**src/rtl/scroll_sequencer.sv**
```systemverilog
// scroll_sequencer: owns a SIZE x WIDTH circular pattern buffer. A pattern is
// loaded from a byte stream, then rotated one entry per prescaler period in
// the selected direction. Each shift and each completed frame is flagged.
//
// Handshake: a byte transfers on a rising clk edge where in_valid and
// in_ready are both high. in_ready is a registered output that is high for
// exactly the cycles the FSM is in LOAD and does not depend on in_valid.
// A load_start seen in the same cycle as a transfer discards that byte.
module scroll_sequencer #(
  parameter int WIDTH = 8,
  parameter int SIZE  = 16,
  parameter int DIV_W = 16
) (
  input  logic                    clk,
  input  logic                    rst,
  input  logic                    load_start,
  input  logic [WIDTH-1:0]        in_data,
  input  logic                    in_valid,
  output logic                    in_ready,
  input  logic                    run_en,
  input  logic                    dir,
  input  logic [DIV_W-1:0]        step_div,
  output logic [SIZE*WIDTH-1:0]   reg_out,
  output logic                    shift_pulse,
  output logic                    frame_done,
  output logic [1:0]              state
);

  localparam int IDX_W = (SIZE > 1) ? $clog2(SIZE) : 1;
  localparam logic [IDX_W-1:0] LAST = IDX_W'(SIZE - 1);

  typedef enum logic [1:0] {
    ST_IDLE = 2'd0,
    ST_RUN  = 2'd1,
    ST_LOAD = 2'd2
  } state_t;

  state_t                 state_q, state_d;
  logic [DIV_W-1:0]       cnt_q, cnt_d;
  logic [IDX_W-1:0]       idx_q, idx_d;
  logic [IDX_W-1:0]       rot_q, rot_d;
  logic [SIZE*WIDTH-1:0]  pat_q;
  logic [SIZE*WIDTH-1:0]  pat_up, pat_dn;
  logic                   in_ready_q;
  logic                   do_shift;
  logic                   wr_en;

  // Rotated views of the buffer: up moves entry i to i+1, down moves i to i-1.
  assign pat_up = {pat_q[(SIZE-1)*WIDTH-1:0], pat_q[SIZE*WIDTH-1 -: WIDTH]};
  assign pat_dn = {pat_q[WIDTH-1:0], pat_q[SIZE*WIDTH-1:WIDTH]};

  // Next-state, prescaler, load index and rotation count.
  always_comb begin
    state_d  = state_q;
    cnt_d    = cnt_q;
    idx_d    = idx_q;
    rot_d    = rot_q;
    do_shift = 1'b0;
    wr_en    = 1'b0;
    case (state_q)
      ST_IDLE: begin
        if (load_start) begin
          state_d = ST_LOAD;
          cnt_d   = '0;
          idx_d   = '0;
          rot_d   = '0;
        end else if (run_en) begin
          state_d = ST_RUN;
        end
      end
      ST_RUN: begin
        if (load_start) begin
          state_d = ST_LOAD;
          cnt_d   = '0;
          idx_d   = '0;
          rot_d   = '0;
        end else if (!run_en) begin
          // Rotation count survives a pause so the frame resumes.
          state_d = ST_IDLE;
          cnt_d   = '0;
        end else if (cnt_q == step_div) begin
          do_shift = 1'b1;
          cnt_d    = '0;
          rot_d    = (rot_q == LAST) ? '0 : rot_q + IDX_W'(1);
        end else begin
          // A live reduction of step_div below cnt_q wraps through 2^DIV_W.
          cnt_d = cnt_q + DIV_W'(1);
        end
      end
      ST_LOAD: begin
        if (load_start) begin
          idx_d = '0;
          rot_d = '0;
        end else if (in_valid && in_ready_q) begin
          wr_en = 1'b1;
          if (idx_q == LAST) begin
            state_d = ST_IDLE;
            idx_d   = '0;
          end else begin
            idx_d = idx_q + IDX_W'(1);
          end
        end
      end
      default: begin
        state_d = ST_IDLE;
      end
    endcase
  end

  // Control registers.
  always_ff @(posedge clk or posedge rst) begin
    if (rst) begin
      state_q <= ST_IDLE;
      cnt_q   <= '0;
      idx_q   <= '0;
      rot_q   <= '0;
    end else begin
      state_q <= state_d;
      cnt_q   <= cnt_d;
      idx_q   <= idx_d;
      rot_q   <= rot_d;
    end
  end

  // Pattern buffer: load writes one entry, a shift rotates the whole buffer.
  always_ff @(posedge clk or posedge rst) begin
    if (rst) begin
      pat_q <= '0;
    end else if (wr_en) begin
      pat_q[idx_q*WIDTH +: WIDTH] <= in_data;
    end else if (do_shift) begin
      pat_q <= dir ? pat_dn : pat_up;
    end
  end

  // Registered status: pulses line up with the shifted contents.
  always_ff @(posedge clk or posedge rst) begin
    if (rst) begin
      in_ready_q  <= 1'b0;
      shift_pulse <= 1'b0;
      frame_done  <= 1'b0;
    end else begin
      in_ready_q  <= (state_d == ST_LOAD);
      shift_pulse <= do_shift;
      frame_done  <= do_shift && (rot_q == LAST);
    end
  end

  assign in_ready = in_ready_q;
  assign reg_out  = pat_q;
  assign state    = state_q;

endmodule

```
**config.mk**
```make
export PLATFORM = sky130hd
export DESIGN_NAME = scroll_sequencer
export DESIGN_NICKNAME = d
export VERILOG_FILES = /design/src/rtl/scroll_sequencer.sv
export SDC_FILE = /design/constraint.sdc
export NUM_CORES = 1
export LEC_CHECK = 0
export BUFFER_PORTS_ARGS = -buffer_cell sky130_fd_sc_hd__buf_2
export CORE_ASPECT_RATIO = 0.5
export CORE_MARGIN = 1
export CORE_UTILIZATION = 40
export DETAILED_ROUTE_END_ITERATION = 8
export PLACE_DENSITY = 0.61
export SLEW_MARGIN = 20
export SYNTH_ARGS = -nofsm -noshare
export SYNTH_HDL_FRONTEND = slang
export SYNTH_SLANG_ARGS = --single-unit
```
**constraint.sdc**
```tcl
create_clock -name clk -period 5.1 [get_ports clk]
set_input_delay 0 -clock clk [delete_from_list [all_inputs] [get_ports clk]]
set_output_delay 0 -clock clk [all_outputs]
set_load 0.005 [all_outputs]
```
==> results.json <==
{
  "final_max_slew_viol_count": 0,
  "synth_nets": 974,
  "fmax_mhz": 288,
  "cts_max_level": 4,
  "holdPathEnd": "idx_q[0]",
  "drive_above_1_share_pct": 26.8,
  "synthToLayoutAreaGrowth_pct": 16.5,
  "dp.cells": 1333,
  "reg2regPathDepth": 7,
  "ys_types": 69,
  "seqCellArea_mm2": 0.00393,
  "ys_ff_latch": 157,
  "critical_path_required_ps": 5430,
  "n_antenna_cell": 0,
  "drc": 10,
  "die_y_um": 111,
  "gp_congestion": 0.936,
  "violations": "design-rule violations",
  "ir_drop_v": 0.000206,
  "multi_input_area_mm2": 0.00503,
  "hold_depth": 5,
  "synthAdderAreaFrac_pct": 0.660,
  "cp.arrival_ps": 3800,
  "syn_area_per_cell_um2": 10.1,
  "synth_top_area_cell": "dfrtp_1",
  "netlist.area_leader.share_pct": 41.5,
  "outcome": "finished with violations",
  "r2r_start": "idx_q[0]",
  "grt_usage_pct": 28.7,
  "row_count": 39,
  "grt_setup_unrepaired": "false",
  "fill_cells": 2175,
  "grt_max_degree": 110,
  "period_share_pct": 68.0,
  "worst-r2r-setup-slack_ps": 1630,
  "firstDrtPassIters": 8,
  "synth_top_family_by_area": "compound AO/OA/AOI/OAI gates",
  "fin_nets": 1091,
  "final-setup-viol-count": 0,
  "initial_utilization_pct": 41.1,
  "relSlewSlack_pct": 27.9,
  "maxCapViolCount": 0,
  "cts_buffers": 17,
  "critical_path_class": "reg -> reg",
  "fin_tns_setup_ps": 0,
  "ioPinCount": 163,
  "skew_ps": 12.1,
  "p_leak_nw": 5.24,
  "routedWlPerCell_um": 25.2,
  "root_buffer": "clkbuf_16",
  "final_cell_mix": "buf_2, dfrtp_1, nor2_1, mux2i_1, a221o_1",
  "ant_nets": 0,
  "path_max_fanout": 24,
  "netlist_area_mm2": 0.00947,
  "antenna_found_initial": 0,
  "synth_mux_area_share_pct": 14.5,
  "seq_area_frac_synth_pct": 41.5,
  "clock_latency_ps": 450,
  "dr_total_vias": 8782,
  "hold_violations": 0,
  "final_common_cell": "buf_2",
  "dieWidth_um": 220,
  "path_clk_slew_ps": 70,
  "grt_pass1_vias": 8553,
  "coreArea_mm2": 0.0230,
  "min_period_ps": 3470,
  "vias_per_cell": 6.38,
  "cts_sinks": 157,
  "start_kind": "flip-flop",
  "cp-end-kind": "flip-flop",
  "grt_pass1_wl_um": 52700,
  "synth_compound_area_share_pct": 21.3,
  "p_per_area_mw_per_mm2": 280,
  "yosys.area_share.simple_pct": 14.0,
  "clk_path_buf_depth": 2,
  "ys_top_cells_by_area": "dfrtp_1, mux2i_1, mux2_2",
  "yosysWarnings": 0,
  "hp-start": "in_valid",
  "port_buffers": 162,
  "cts_tree": "yes",
  "place_hpwl_um": 23400,
  "max_slew.worst_pin.slew_ps": 1080,
  "wl_um": 34700,
  "die_area_mm2": 0.0243,
  "stdcell_count": 1376,
  "synth_cells": 939,
  "min_path_type": "in -> reg",
  "synth-xor-area-share_pct": 2.68,
  "ys.flop_type": "dfrtp_1",
  "synth_edf_count": 0,
  "grt_overflow": 0,
  "r2r_end": "reg_out[96]",
  "async_flop_share_pct": 100,
  "drt_iter0_markers": 1103
}
[registers in the layout (all words and copies together), names as in the netlist]
| name | count |
|---|---|
| reg_out | 128 |
| cnt_q | 16 |
| idx_q | 4 |
| rot_q | 4 |
| state | 2 |
| frame_done | 1 |
| in_ready | 1 |
| shift_pulse | 1 |
[worst max path at each step]
| stage | from | end |
|---|---|---|
| 2_1_floorplan | rst | cnt_q[0] |
| 3_3_place_gp | idx_q[0] | reg_out[127] |
| 3_5_place_dp | idx_q[0] | reg_out[96] |
| 4_1_cts | idx_q[0] | reg_out[96] |
| 5_1_grt | idx_q[0] | reg_out[96] |
| 6_report | idx_q[0] | reg_out[96] |
[timing repair]
| item | 4_1_cts | 5_1_grt |
|---|---|---|
| resized for setup | 0 | 0 |
| hold endpoints to repair | 126 | 0 |
| setup buffers | 0 | 0 |
| hold buffers | 11 | 0 |
[report_power, final]
part	switching, mW	internal [mW]	total [mW]
logic	0.212	0.161	0.373
clock network	0.570	0.753	1.32
registers	0.0985	1.30	1.40
total	0.881	2.21	3.09
[critical path: stages (launching register included)]
cell and delay [ps]:
dfrtp_1 800, nor3_1 170, ha_1 390, inv_1 100, nand4_1 460, nor2_1 980
a21oi_1 120, mux2_2 320
[kinds of logic after synthesis]
group           count (synthesis)
xor+xnor                       29
mux                           130
compound gates                232
buf+inv                       105
flops                         157
fa+ha+maj                       5
simple gates                  281
[per-layer routing]
metal / GRT usage [%] / wire, um / part of all wire [%]
met1: 40.6 / 15400 / 44
met2: 41.9 / 15500 / 45
met3: 7.08 / 2840 / 8.2
met4: 11.6 / 1030 / 3.0
met5: 0 / 0 / 0
[synth_stat cells, drive strengths merged (2+ instances only)]
| cell type | n |
|---|---|
| dfrtp | 157 |
| nor2 | 131 |
| mux2i | 71 |
| a221o | 62 |
| mux2 | 59 |
| buf | 51 |
| o32a | 40 |
| nand2 | 36 |
| clkbuf | 33 |
| a21oi | 31 |
| nor3 | 31 |
| xor2 | 26 |
| a22oi | 23 |
| nand3 | 23 |
| inv | 21 |
| nand4 | 17 |
| o21ai | 10 |
| a31oi | 9 |
| and3 | 8 |
| o221ai | 8 |
| o311a | 8 |
| or2 | 8 |
| nor4 | 7 |
| a21boi | 5 |
| and2 | 5 |
| ha | 5 |
| o2111ai | 5 |
| nor3b | 4 |
| o32ai | 4 |
| and4 | 3 |
| o211ai | 3 |
| o311ai | 3 |
| o31ai | 3 |
| or4 | 3 |
| xnor2 | 3 |
| a32oi | 2 |
| a41oi | 2 |
| nor2b | 2 |
| o22ai | 2 |
| o2bb2ai | 2 |
[final cells by class]
cell class,instances,share of cell area (%)
multi-input cells,677,45.6
flip-flops and latches,157,35.6
well taps,307,3.48
repair buffers,182,9.13
inverters,21,0.783
clock inverters,11,1.19
clock buffers,21,4.17
[per-stage QoR]
step,util (%),area [um2],hold WS [ps],worst slack [ps],total power [mW]
2_1_floorplan,-,9470,126,865,1.60
3_3_place_gp,44.8,10300,301,1880,1.77
3_5_place_dp,44.8,10300,312,1720,1.78
4_1_cts,47.9,11000,151,1710,3.10
5_1_grt,47.9,11000,218,1390,3.19
6_report,47.9,11000,173,1630,3.09
Note: power is estimated with default switching activity, not from simulation.
